`config.mk`:
```
export PLATFORM = sky130hd
export DESIGN_NAME = gcm_stream_ctrl
export DESIGN_NICKNAME = d
export VERILOG_FILES = /design/src/rtl/gcm_stream_ctrl.sv
export SDC_FILE = /design/constraint.sdc
export NUM_CORES = 1
export LEC_CHECK = 0
export CORE_ASPECT_RATIO = 0.6
export CORE_MARGIN = 2
export CORE_UTILIZATION = 30
export CTS_BUF_LIST = sky130_fd_sc_hd__clkbuf_8
export DETAILED_ROUTE_END_ITERATION = 8
export GPL_ROUTABILITY_DRIVEN = 0
export PLACE_DENSITY = 0.6
export SYNTH_ARGS = -nofsm -noshare
export SYNTH_HDL_FRONTEND = slang
export SYNTH_SLANG_ARGS = --single-unit
```
`constraint.sdc`:
```
create_clock -name clk -period 11.5 [get_ports clk]
set_input_delay 2.3 -clock clk [delete_from_list [all_inputs] [get_ports clk]]
set_output_delay 2.3 -clock clk [all_outputs]
set_load 0.02 [all_outputs]
```
`src/rtl/gcm_stream_ctrl.sv`:
```
// Packet sequencer between a 128-bit host stream and the gcm core: decodes OP, loads and
// expands the key, forwards IV/AADLEN/AAD/data to gcm and queues gcm results in an output FIFO.
module gcm_stream_ctrl #(
    parameter int BLK_BITS       = 128,
    parameter int KEY_BITS       = 256,
    parameter int OUT_FIFO_DEPTH = 8
) (
    input  logic                clk,
    input  logic                reset,
    input  logic [BLK_BITS-1:0] s_tdata,
    input  logic                s_tvalid,
    output logic                s_tready,
    input  logic                s_tlast,
    output logic [BLK_BITS-1:0] m_tdata,
    output logic                m_tvalid,
    input  logic                m_tready,
    output logic                m_tlast,
    output logic                encrypt_flag,
    output logic                decrypt_flag,
    output logic                key_expanded,
    output logic                aes_alg_en_key,
    output logic [KEY_BITS-1:0] aes_alg_key,
    output logic                aes128_mode,
    output logic                aes256_mode,
    input  logic                aes_alg_done,
    output logic [BLK_BITS-1:0] gcm_in_blk,
    output logic                gcm_valid,
    input  logic                gcm_ready,
    input  logic [BLK_BITS-1:0] gcm_out_blk,
    input  logic                gcm_out_store_blk,
    input  logic                gcm_done,
    output logic                controller_out_ready,
    output logic                err
);
    localparam int PW = $clog2(OUT_FIFO_DEPTH);
    localparam int CW = PW + 1;

    typedef enum logic [2:0] {IDLE, GET_KEY, EXPAND, STREAM, WAIT_DONE, DRAIN} state_t;

    state_t            state, state_nxt;
    logic              s_fire, op_ok, proto_err;
    logic [BLK_BITS:0] mem [OUT_FIFO_DEPTH];
    logic [PW-1:0]     wptr, rptr;
    logic [CW-1:0]     count;
    logic              full, push, pop, overflow;

    assign s_fire      = s_tvalid && s_tready;
    assign op_ok       = s_tdata[0] ^ s_tdata[1];
    assign aes128_mode = 1'b1;
    assign aes256_mode = 1'b0;

    always_comb begin
        state_nxt = state;
        s_tready  = 1'b0;
        proto_err = 1'b0;
        case (state)
            IDLE: begin
                s_tready = 1'b1;
                if (s_tvalid) begin
                    if (s_tlast) begin
                        proto_err = 1'b1;
                    end else if (!op_ok) begin
                        proto_err = 1'b1;
                        state_nxt = DRAIN;
                    end else begin
                        state_nxt = GET_KEY;
                    end
                end
            end
            GET_KEY: begin
                s_tready = 1'b1;
                if (s_tvalid) begin
                    if (s_tlast) begin
                        proto_err = 1'b1;
                        state_nxt = IDLE;
                    end else begin
                        state_nxt = EXPAND;
                    end
                end
            end
            EXPAND: begin
                if (aes_alg_done) state_nxt = STREAM;
            end
            STREAM: begin
                s_tready = !gcm_valid || gcm_ready;
                if (s_tvalid && s_tready && s_tlast) state_nxt = WAIT_DONE;
            end
            WAIT_DONE: begin
                if (gcm_done) state_nxt = IDLE;
            end
            DRAIN: begin
                s_tready = 1'b1;
                if (s_tvalid && s_tlast) state_nxt = IDLE;
            end
            default: state_nxt = IDLE;
        endcase
        // Hold off the host while reset is asserted.
        if (reset) s_tready = 1'b0;
    end

    always_ff @(posedge clk or posedge reset) begin
        if (reset) begin
            state          <= IDLE;
            encrypt_flag   <= 1'b0;
            decrypt_flag   <= 1'b0;
            key_expanded   <= 1'b0;
            aes_alg_en_key <= 1'b0;
            aes_alg_key    <= '0;
            gcm_in_blk     <= '0;
            gcm_valid      <= 1'b0;
            err            <= 1'b0;
        end else begin
            state          <= state_nxt;
            aes_alg_en_key <= 1'b0;
            err            <= proto_err || overflow;
            if (state == IDLE && s_fire) begin
                encrypt_flag <= s_tdata[0];
                decrypt_flag <= s_tdata[1];
            end
            if (state == GET_KEY && s_fire && !s_tlast) begin
                aes_alg_key    <= {s_tdata, {(KEY_BITS-BLK_BITS){1'b0}}};
                aes_alg_en_key <= 1'b1;
            end
            if (state == EXPAND && aes_alg_done) key_expanded <= 1'b1;
            if (state == WAIT_DONE && gcm_done) begin
                key_expanded <= 1'b0;
                encrypt_flag <= 1'b0;
                decrypt_flag <= 1'b0;
            end
            // One-entry slice; keeps draining after the packet's last word is taken.
            if (state == STREAM && s_fire) begin
                gcm_in_blk <= s_tdata;
                gcm_valid  <= 1'b1;
            end else if (gcm_valid && gcm_ready) begin
                gcm_valid <= 1'b0;
            end
        end
    end

    assign full     = (count == CW'(OUT_FIFO_DEPTH));
    assign push     = gcm_out_store_blk && !full;
    assign overflow = gcm_out_store_blk && full;
    assign pop      = m_tvalid && m_tready;

    always_ff @(posedge clk) begin
        if (push) mem[wptr] <= {gcm_done, gcm_out_blk};
    end

    always_ff @(posedge clk or posedge reset) begin
        if (reset) begin
            wptr  <= '0;
            rptr  <= '0;
            count <= '0;
        end else begin
            if (push) wptr <= wptr + PW'(1);
            if (pop)  rptr <= rptr + PW'(1);
            case ({push, pop})
                2'b10:   count <= count + CW'(1);
                2'b01:   count <= count - CW'(1);
                default: count <= count;
            endcase
        end
    end

    // Two free slots leave room for a store already issued by gcm.
    assign controller_out_ready = !reset && (count <= CW'(OUT_FIFO_DEPTH - 2));
    assign m_tvalid             = (count != '0);
    assign m_tdata              = m_tvalid ? mem[rptr][BLK_BITS-1:0] : '0;
    assign m_tlast              = m_tvalid && mem[rptr][BLK_BITS];

endmodule

```
==> flow_summary.yaml, run 1 <==
synth:
  yosys_warnings: 0
  sequential_area_share_after_synthesis_pct: 74.3
  yosys_most_used_dff: "edfxtp_1"
  syn-cell-area_um2: 51000
  yosysUniqueCellTypes: 44
  synthDominantAreaCellType: "edfxtp_1"
  syn_inst: 2433
  syn-mean-instance-area_um2: 21.0
  synth_top_area_share_pct: 60.8
  yosys_register_bits: 1307
  number_of_flops_mapped_to_enable_cells_by_yosys: 1032
  postSynth.asyncResetShare_pct: 21.0
  ys_top_cells_by_area: "edfxtp_1, dfrtp_1, mux4_2"
global_routing:
  grt_remaining_overflow: 0
  busiest_layer: "met2"
  grt_first_pass_wirelength_mm: 191
  grt_use_total_pct: 15.3
  grt_antenna_before_repair: 37
  first_global_vias: 25500
  pin_count_of_the_biggest_net_entering_global_routing: 130
  use_met3_pct: 4.78
  groute.layer.met2.usage_pct: 22.3
  grt_use_met1_pct: 21.5
power:
  post-layout-total-power_mw: 17.3
  power-per-cell-area_nw_per_um2: 272
  vdd.ir_drop.worst_mv: 0.240
  p_leak_nw: 22.6
hold_path:
  hold_class: "reg2reg"
routing:
  viasPerCell: 4.51
  drt_drc_violations_left: 0
  post_route_ant_nets: 0
  drtIter0Drc: 1883
  routedWlPerCell_um: 24.3
  dr.pass1.iters: 5
  finalWirelength_mm: 137
  total_via_count_after_detailed_routing: 25400
setup_path:
  setup.worst_path.start_class: "register"
  timing.critical_path.fanout_max: 46
  crit_required_ps: 9200
  critPathArrivalTime_ps: 5000
  timing.critical_path.to_type: "output pin"
  crit_type: "reg2out"
timing:
  timing.fmax_mhz: 137
  setup_skew_ps: 63.3
  fin_hold_ws_ps: 501
  min_period_over_period_pct: 63.5
  rsz_0062_raised_after_global_routing: "no"
  timing_hold_violations_final: 0
  slew-limit-headroom_pct: 11.6
  final.setup.tns_ps: 0
  worst-slew-pin-transition_ps: 1330
  final-max-slew-violation-count: 0
  post_route_worst_setup_slack_ps: 4200
  layout_min_cycle_time_ps: 7300
  final-setup-viol-count: 0
clock_tree:
  buffers_from_clock_root_to_sink_at_most: 4
  cts_repair_resize_count: 0
  clkSlewWorstSetupHoldPaths_ps: 60
  hold_buffers: 0
  insertion_delay_ps: 890
  htreeDepth: 4
  clock_tree_from_tritoncts: "done"
  cts-root-buf: "clkbuf_8"
  cts_made_buffers: 203
  post-cts-setup-buffers: 0
  tritoncts_num_sinks: 1307
floorplan:
  die_height_um: 323
  die_x_um: 536
  die_area_um2: 173000
  start_util_pct: 30.1
  row_count: 117
  boundaryPins: 789
  core_area_um2: 169000
layout:
  drive_above_1_share_pct: 24.1
  area_growth_pct: 24.5
  most_common_cell_after_layout_fill_and_taps_aside: "edfxtp_1"
  finalNonFillerCells: 5631
  finish.net_count: 3480
  most-common-layout-cells: "edfxtp_1, clkdlybuf4s50_1, dfrtp_1"
place:
  placement.setup.worst_slack_ps: 4460
  dp_hpwl_mm: 84.0
  port_buffers: 658
  place.detailed.instances: 5266
run_status:
  outcome: "finished, final reports clean"
job:
  cap_violations: 0
sequential cells by signal, indices dropped and copies added, names as in the netlist, 3 cells and up:
register,count
count,4
mem,1032
rptr,3
wptr,3
state,3
aes_alg_key,128
gcm_in_blk,128
stage by stage:
| step | cell area (um^2) | util [%] |
|---|---|---|
| floorplan | 51500 | - |
| CTS | 63500 | 37.5 |
| finish | 63500 | 37.5 |
| global placement | 59800 | 35.3 |
| detailed placement | 59800 | 35.3 |
| global route | 63500 | 37.5 |
synth_stat cells (2+ instances only):
| cell type | instances |
|---|---|
| edfxtp_1 | 1032 |
| buf_1 | 16 |
| a21o_1 | 2 |
| nand3b_1 | 2 |
| inv_1 | 6 |
| xnor2_1 | 3 |
| nand2_1 | 16 |
| or2_2 | 2 |
| nor3b_1 | 2 |
| dfrtp_1 | 275 |
| nor2_1 | 142 |
| conb_1 | 2 |
| mux4_2 | 258 |
| nand3_1 | 3 |
| buf_6 | 13 |
| clkbuf_1 | 47 |
| a21oi_1 | 5 |
| mux2_4 | 100 |
| a22o_1 | 4 |
| nand2b_1 | 7 |
| mux2i_1 | 129 |
| buf_4 | 143 |
| xor2_1 | 6 |
| buf_2 | 31 |
| ha_1 | 5 |
| o21ai_0 | 4 |
| mux2_2 | 158 |
| a31oi_1 | 2 |
| nor3_1 | 3 |
path summary, 6_finish.rpt:
path,cells after the start,endpoint,startpoint,slack (ps)
max in group asynchronous,3,aes_alg_key[209],reset,7730
hold reg to reg,1,gcm_in_blk[110],gcm_in_blk[110],500
setup reg to reg,6,mem[2][107],count[1],7540
setup / recovery,6,m_tdata[81],rptr[0],4200
hold / removal,1,gcm_in_blk[110],gcm_in_blk[110],500
min in group asynchronous,2,gcm_in_blk[94],reset,2150
cell type report:
| class | instances | area, um^2 |
|---|---|---|
| Antenna cell | 13 | 32.5 |
| Clock buffer | 208 | 2860 |
| Clock inverter | 144 | 826 |
| Fill cell | 15600 | 106000 |
| Inverter | 6 | 30.0 |
| Multi-Input combinational cell | 998 | 12000 |
| Sequential cell | 1307 | 37900 |
| Tap cell | 2261 | 2830 |
| Timing Repair Buffer | 694 | 6990 |
per-layer routing:
| layer | wire (um) | vias up |
|---|---|---|
| li1 | - | 11000 |
| met1 | 60400 | 13400 |
| met2 | 62900 | 744 |
| met3 | 10400 | 233 |
| met4 | 3300 | 30 |
| met5 | 182 | - |
power by group:
part           switching [mW]  internal [mW]
sequential              0.459           6.16
clock                    1.81           1.85
combinational            3.71           3.30
total                    5.98           11.3
worst max-delay path: stages, from the launching register on:
cell,delay [ps]
dfrtp_4,870
buf_4,800
buf_4,840
mux4_2,600
mux2i_1,280
nor2_1,80
clkdlybuf4s50_1,550
cell families after synthesis:
group                      count (synthesis)  share of synthesized area [%]
DFF                                     1307                           74.3
muxes                                    646                           20.4
buffers and inverters                    256                           3.21
and+or+nand+nor                          185                           1.52
AOI/OAI and AO/OA                         23                          0.309
xor gates and xnor gates                   9                          0.155
adders and majority gates                  5                          0.123
other                                      2                         0.0147
Note: power is estimated with default switching activity, not from simulation.
==> run 2: changes to the inputs <==
==> constraint.sdc (replaced) <==
create_clock -name clk -period 7.5 [get_ports clk]
set_input_delay 1.5 -clock clk [delete_from_list [all_inputs] [get_ports clk]]
set_output_delay 1.5 -clock clk [all_outputs]
set_load 0.02 [all_outputs]
==> flow_summary.yaml, run 2 (same netlist as run 1, synthesis figures left out) <==
setup_path:
  cp_slowest_stage_delay_ps: 660
  crit-reg2reg-launch: "count[2]"
  rr_worst_depth: 5
  cp_num_cells: 5
  critical_path.startpoint: "rptr[0]"
  critPathArrivalTime_ps: 4050
  critPathTopFamily: "buffers and inverters"
  path_buf_inv: 2
  critical-path-slowest-cell: "dfrtp_4"
  crit_required_ps: 6000
  path_cells: "buf_12 > mux4_2 > mux2i_1 > nor2_1 > clkdlybuf4s50_1"
  setup.worst_path.start_class: "register"
  crit_type: "reg2out"
  timing.critical_path.to_type: "output pin"
  timing.critical_path.fanout_max: 98
clock_tree:
  cts_repair_resize_count: 0
  clkSlewWorstSetupHoldPaths_ps: 60
  cts-root-buf: "clkbuf_8"
  hold_buffers: 0
  htreeDepth: 4
  cts_made_buffers: 202
  insertion_delay_ps: 870
  clock_tree_from_tritoncts: "done"
  post-cts-setup-buffers: 0
  buffers_from_clock_root_to_sink_at_most: 4
  tritoncts_num_sinks: 1307
timing:
  rsz_0062_raised_after_global_routing: "no"
  worst-slew-pin-transition_ps: 1120
  min_period_over_period_pct: 74.0
  setup_skew_ps: 65.2
  timing.fmax_mhz: 180
  timing_hold_violations_final: 0
  final-setup-viol-count: 0
  final.setup.tns_ps: 0
  final-max-slew-violation-count: 0
  slew-limit-headroom_pct: 25.4
  layout_min_cycle_time_ps: 5550
  fin_hold_ws_ps: 504
layout:
  most-common-layout-cells: "edfxtp_1, clkdlybuf4s50_1, dfrtp_1"
  largest_registers: "mem (1032), aes_alg_key (128), gcm_in_blk (128)"
  finish.net_count: 3485
  utilization_pct: 37.6
  largest_register_ffs: 1032
  drive_above_1_share_pct: 24.6
  most_common_cell_after_layout_fill_and_taps_aside: "edfxtp_1"
  finalNonFillerCells: 5639
  area_growth_pct: 24.8
  largest_register: "mem"
power:
  vdd.ir_drop.worst_mv: 0.371
  p_leak_nw: 22.7
  power-per-cell-area_nw_per_um2: 417
global_routing:
  grt_remaining_overflow: 0
  pin_count_of_the_biggest_net_entering_global_routing: 137
  grt_antenna_before_repair: 36
  grt_first_pass_wirelength_mm: 189
  grt_use_total_pct: 15.2
  first_global_vias: 25400
hold_path:
  hold_start: "gcm_in_blk[110]"
  worstHoldPathCells: 1
  hold_class: "reg2reg"
job:
  cap_violations: 0
floorplan:
  die_height_um: 323
  boundaryPins: 789
  die_x_um: 536
  die_area_um2: 173000
  core_area_um2: 169000
  start_util_pct: 30.1
  row_count: 117
routing:
  drtIter0Drc: 2240
  viasPerCell: 4.51
  total_via_count_after_detailed_routing: 25400
  post_route_ant_nets: 0
  dr.pass1.iters: 5
  finalWirelength_mm: 136
  drt_drc_violations_left: 0
  routedWlPerCell_um: 24.1
place:
  dp_hpwl_mm: 85.2
  place.detailed.instances: 5272
  port_buffers: 658
run_status:
  outcome: "finished, final reports clean"
[run 2: cell types whose count changed in the layout (fill, tap and decap cells not counted), sizes merged]
cell	previous run	this run
buf	36	42
bufinv	8	4
clkbuf	208	217
clkinv	56	63
clkinvlp	3	6
diode	13	12
inv	83	71
[run 2: layout make-up]
| cell class | count | area (um^2) |
|---|---|---|
| multi-input combinational | 998 | 12000 |
| fill | 15500 | 106000 |
| clock buffer | 217 | 2990 |
| tap | 2261 | 2830 |
| timing repair buffer | 700 | 7140 |
| clock inverter | 138 | 708 |
| antenna | 12 | 30.0 |
| inverter | 6 | 26.3 |
| sequential | 1307 | 37900 |
[run 2: layer usage]
layer	vias to the layer above	GRT usage [%]	part of all wire (%)
li1	11000	-	-
met1	13400	21.4	45
met2	790	22.0	45
met3	242	4.79	7.6
met4	28	5.17	2.7
met5	-	0	0.14
[run 2: where the power goes]
group          internal (mW)  switching (mW)
Clock                   2.80            2.80
Sequential              9.44           0.731
Combinational           5.09            5.65
[run 2: final timing paths]
check	endpoint	slack [ps]
min in group asynchronous	state[1]	1250
setup / recovery	m_tdata[74]	1950
hold reg to reg	gcm_in_blk[110]	500
hold / removal	gcm_in_blk[110]	500
setup reg to reg	mem[6][32]	4040
max in group asynchronous	aes_alg_key[197]	5040
[run 2: metrics by stage]
stage | setup WS (ps) | total power [mW] | cell area (um^2)
global route | 1690 | 27.8 | 63600
CTS | 1850 | 26.9 | 63600
detailed placement | 2140 | 21.2 | 59900
global placement | 2100 | 21.2 | 59900
finish | 1950 | 26.5 | 63600
floorplan | -587 | 16.4 | 51500
==> run 3: changes to the inputs <==
==> constraint.sdc (replaced) <==
create_clock -name clk -period 5.48 [get_ports clk]
set_input_delay 1.096 -clock clk [delete_from_list [all_inputs] [get_ports clk]]
set_output_delay 1.096 -clock clk [all_outputs]
set_load 0.02 [all_outputs]
==> flow_summary.yaml, run 3 (same netlist as run 1, synthesis figures left out) <==
run_status:
  outcome: "finished, final reports clean"
hold_path:
  hold_class: "reg2reg"
  worstHoldPathCells: 1
  hold_start: "aes_alg_key[242]"
  worst_hold_path.endpoint: "aes_alg_key[242]"
setup_path:
  crit_required_ps: 4380
  crit-reg2reg-capture: "count[2]"
  setup.reg_to_reg.worst_slack_ps: 2300
  crit-reg2reg-launch: "count[1]"
  rr_worst_depth: 11
  crit_type: "reg2out"
  setup.worst_path.start_class: "register"
  timing.critical_path.fanout_max: 35
  critPathArrivalTime_ps: 3720
  timing.critical_path.to_type: "output pin"
timing:
  timing_hold_violations_final: 0
  min_period_over_period_pct: 87.9
  setup_skew_ps: 65.1
  final-setup-viol-count: 0
  final-max-slew-violation-count: 0
  rsz_0062_raised_after_global_routing: "no"
  timing.fmax_mhz: 207
  layout_min_cycle_time_ps: 4820
  worst-slew-pin-transition_ps: 1200
  final.setup.tns_ps: 0
  fin_hold_ws_ps: 505
  slew-limit-headroom_pct: 19.8
routing:
  total_via_count_after_detailed_routing: 25800
  drtIter0Drc: 2078
  met3_routed_length_mm: 10.3
  dr.pass1.iters: 5
  routedWlPerCell_um: 24.6
  highest-signal-layer: "met5"
  viasPerCell: 4.55
  wl_met1_mm: 62.3
  finalWirelength_mm: 139
  post_route_ant_nets: 0
  detailroute.wirelength.met2_mm: 63.7
  drt_drc_violations_left: 0
floorplan:
  die_area_um2: 173000
  boundaryPins: 789
  start_util_pct: 30.1
  die_x_um: 536
  die_height_um: 323
  row_count: 117
  core_area_um2: 169000
layout:
  largest_registers: "mem (1032), aes_alg_key (128), gcm_in_blk (128)"
  most-common-layout-cells: "edfxtp_1, clkdlybuf4s50_1, dfrtp_1"
  finish.net_count: 3517
  postLayoutCellArea_um2: 64000
  largest_register: "mem"
  utilization_pct: 37.8
  area_growth_pct: 25.5
  drive_above_1_share_pct: 24.9
  largest_register_ffs: 1032
  most_common_cell_after_layout_fill_and_taps_aside: "edfxtp_1"
place:
  port_buffers: 658
  dp_hpwl_mm: 88.9
  placement.cell_area_um2: 60300
power:
  power.share.combinational_pct: 41.0
  vdd.ir_drop.worst_mv: 0.371
  share_seq_of_total_power_pct: 38.3
  power-per-cell-area_nw_per_um2: 570
  p_leak_nw: 22.9
  internal-power_mw: 23.8
  p_sw_mw: 12.7
  switching_share_pct: 34.7
  p_clk_share_pct: 20.7
clock_tree:
  insertion_delay_ps: 930
  buffers_from_clock_root_to_sink_at_most: 4
  post-cts-setup-buffers: 0
  clkSlewWorstSetupHoldPaths_ps: 70
  cts_repair_resize_count: 0
  tritoncts_num_sinks: 1307
  hold_buffers: 0
  clock_tree_from_tritoncts: "done"
  cts-root-buf: "clkbuf_8"
  htreeDepth: 4
  cts_made_buffers: 202
global_routing:
  grt_first_pass_wirelength_mm: 194
  pin_count_of_the_biggest_net_entering_global_routing: 157
  grt_remaining_overflow: 0
  grt_use_total_pct: 15.6
  first_global_vias: 26100
  grt_antenna_before_repair: 39
job:
  cap_violations: 0
==> run 3: cell count changes in the layout (fill, tap and decap cells not counted), sizes merged <==
cell	delta
clkinvlp	-3
diode	-3
clkinv	-26
buf	+32
inv	+28
clkbuf	-6
==> run 3: how the worst max path moves through the flow <==
stage | slack (ps) | startpoint | cells past startpoint | end
floorplan | -2200 | gcm_out_store_blk | 3 | mem[6][0]
global placement | 1480 | gcm_out_store_blk | 5 | mem[0][88]
detailed placement | 1480 | gcm_out_store_blk | 5 | mem[0][96]
CTS | 500 | rptr[0] | 5 | m_tdata[60]
global route | 390 | rptr[0] | 5 | m_tdata[115]
finish | 660 | rptr[0] | 5 | m_tdata[60]
==> run 3: critical path, cell delays in order, from the launching register on <==
cell and delay (ps):
dfrtp_4 950, buf_12 370, mux4_2 540, mux2i_1 180
nor2_1 140, clkdlybuf4s50_1 610
==> run 3: through the flow <==
stage               setup WS, ps  cells  power (mW)
finish                       660   5661        36.5
global route                 394   5658        38.2
CTS                          503   5652        37.0
detailed placement          1480   5304        29.3
global placement            1480   5304        29.2
floorplan                  -2200   2561        22.5
==> run 3: metal layers <==
| layer | vias up | track usage, % |
|---|---|---|
| li1 | 11000 | - |
| met1 | 13700 | 22.1 |
| met2 | 795 | 22.9 |
| met3 | 252 | 4.87 |
| met4 | 36 | 4.35 |
| met5 | - | 0 |
==> run 3: layout make-up <==
class | instances | area, um^2
fillers | 15500 | 105000
flip-flops and latches | 1307 | 37900
multi-input cells | 998 | 12000
repair buffers | 732 | 7570
clock buffers | 211 | 2900
well taps | 2261 | 2830
clock inverters | 137 | 692
inverters | 6 | 26.3
diodes | 9 | 22.5
==> run 3: power groups by stage <==
stage | sequential, mW | combinational [mW] | clock, mW
final | 14.0 | 14.9 | 7.55
after global placement | 14.1 | 15.1 | 0
after CTS | 14.0 | 15.2 | 7.83
after global routing | 14.2 | 15.8 | 8.27
after detailed placement | 14.2 | 15.2 | 0
after floorplan | 15.1 | 7.37 | 0
==> variant, RTL diff (flow settings as in run 2) <==
Change the parameter `BLK_BITS` from 128 to 120.
--- a/src/rtl/gcm_stream_ctrl.sv
+++ b/src/rtl/gcm_stream_ctrl.sv
@@ -1,7 +1,7 @@
 // Packet sequencer between a 128-bit host stream and the gcm core: decodes OP, loads and
 // expands the key, forwards IV/AADLEN/AAD/data to gcm and queues gcm results in an output FIFO.
 module gcm_stream_ctrl #(
-    parameter int BLK_BITS       = 128,
+    parameter int BLK_BITS       = 120,
     parameter int KEY_BITS       = 256,
     parameter int OUT_FIFO_DEPTH = 8
 ) (
Ports: changed (resized gcm_in_blk, gcm_out_blk, m_tdata and s_tdata); port bits go from 789 to 757. The function was not compared with the original's and may differ.
==> variant against run 2 <==
  * Total power shrank 6.1%
  * Area after synthesis shrank 5.7%
  * Combinational power shrank 9%
  * Worst setup slack lost 0.13 ns
  * Wire length shrank 5.4%
  * Cell area shrank 5.7%
  * Synthesized cell count shrank 5.5%
  * Global-route usage grew 0.19 points
  * Sequential cell count shrank 80
==> variant: results (changes against run 2) <==
status finished clean (unchanged); Routed met1 length 58300 um (was 60600 um); number of vias per cell 4.52 (was 4.51); end point of the critical path m_tdata[59] (was m_tdata[74]); final core utilization 0.378 (was 0.376); count of mapped cells out of synthesis 2299 (was 2433); via count of the first global-routing pass 24300 (was 25400); Synth Area in Adders 0.00130 (was 0.00123); post-synth cell types 42 (was 44); multiplexer share of the synthesized area 0.203 (was 0.204); number of clock buffer instances in the layout 199 (was 217); Antenna diodes 15 (was 12); largest registers in the final layout mem x968, aes_alg_key x120, gcm_in_blk x120 (was mem x1032, aes_alg_key x128, gcm_in_blk x128); total clock buffers created by CTS 184 (was 202); estimated wirelength of the detail-placed design 78400 um (was 85200 um); most area-consuming cells after synthesis edfxtp_1 60%, dfrtp_1 13%, mux4_2 11% (was edfxtp_1 61%, dfrtp_1 13%, mux4_2 11%); number of antenna violations at the first check in global routing 33 (was 36); IR Drop Worst-Case VDD 0.333 mV (was 0.371 mV); number of buffers inserted by port buffering 618 (was 658); drt initial violations 1842 (was 2240); number of fill cells in the layout 14500 (was 15500); clock latency on the worst-skew pair 0.91 ns (was 0.87 ns); overall track demand over capacity in global routing 0.153 (was 0.152); Post-Place Cell Area 56300 sq um (was 59900 sq um); switching part of the total power 0.344 (was 0.346); normalized max-slew margin 0.254 (about the same); met3 track utilization from global routing 0.0453 (was 0.0479); area occupied by multi-input gates 11400 sq um (was 12000 sq um); total length of routed met3 wires 8190 um (was 10300 um); combinational power 9.77 mW (was 10.7 mW); area share of xor/xnor cells in the synthesized design 0.00164 (was 0.00155); biggest cell delay along the critical path 1.02 ns (was 0.66 ns); net count reported at finish 3282 (was 3485); maximum achievable frequency 176 MHz (was 180 MHz); area fraction in compound gates after synthesis 0.00258 (was 0.00309); cell depth of the worst flop-to-flop path 11 (was 5); final wirelength 129000 um (was 136000 um); post-synthesis async set-or-reset flop share 0.211 (was 0.210); post-placement worst setup slack 2.28 ns (was 2.14 ns); sequential share of cell area 0.592 (was 0.595); grt met2 use 0.225 (was 0.220); cell count after placement 4969 (was 5272); worst clock skew 0.0483 ns (was 0.0652 ns); global-route wire length before repair 181000 um (was 189000 um); maximum buffer depth of the clock tree 3 (was 4); static leakage 21.5 nW (was 22.7 nW)
==> variant: cell types whose count changed after synthesis, moves of 13 or more <==
cell,delta
mux4_2,-16
buf_2,+13
buf_1,-16
clkbuf_1,-20
buf_6,+15
edfxtp_1,-64
dfrtp_1,-16
==> variant: how the worst min path moves through the flow <==
stage	startpoint	end	slack, ns	cells past startpoint
finish	gcm_in_blk[94]$_DFFE_PP0P_	gcm_in_blk[94]$_DFFE_PP0P_	0.50	1
global route	gcm_in_blk[0]$_DFFE_PP0P_	gcm_in_blk[0]$_DFFE_PP0P_	0.52	1
CTS	gcm_in_blk[96]$_DFFE_PP0P_	gcm_in_blk[96]$_DFFE_PP0P_	0.50	1
detailed placement	gcm_in_blk[96]$_DFFE_PP0P_	gcm_in_blk[96]$_DFFE_PP0P_	0.48	1
global placement	gcm_in_blk[95]$_DFFE_PP0P_	gcm_in_blk[95]$_DFFE_PP0P_	0.47	1
floorplan	wptr[0]$_DFFE_PP0P_	wptr[0]$_DFFE_PP0P_	0.49	2
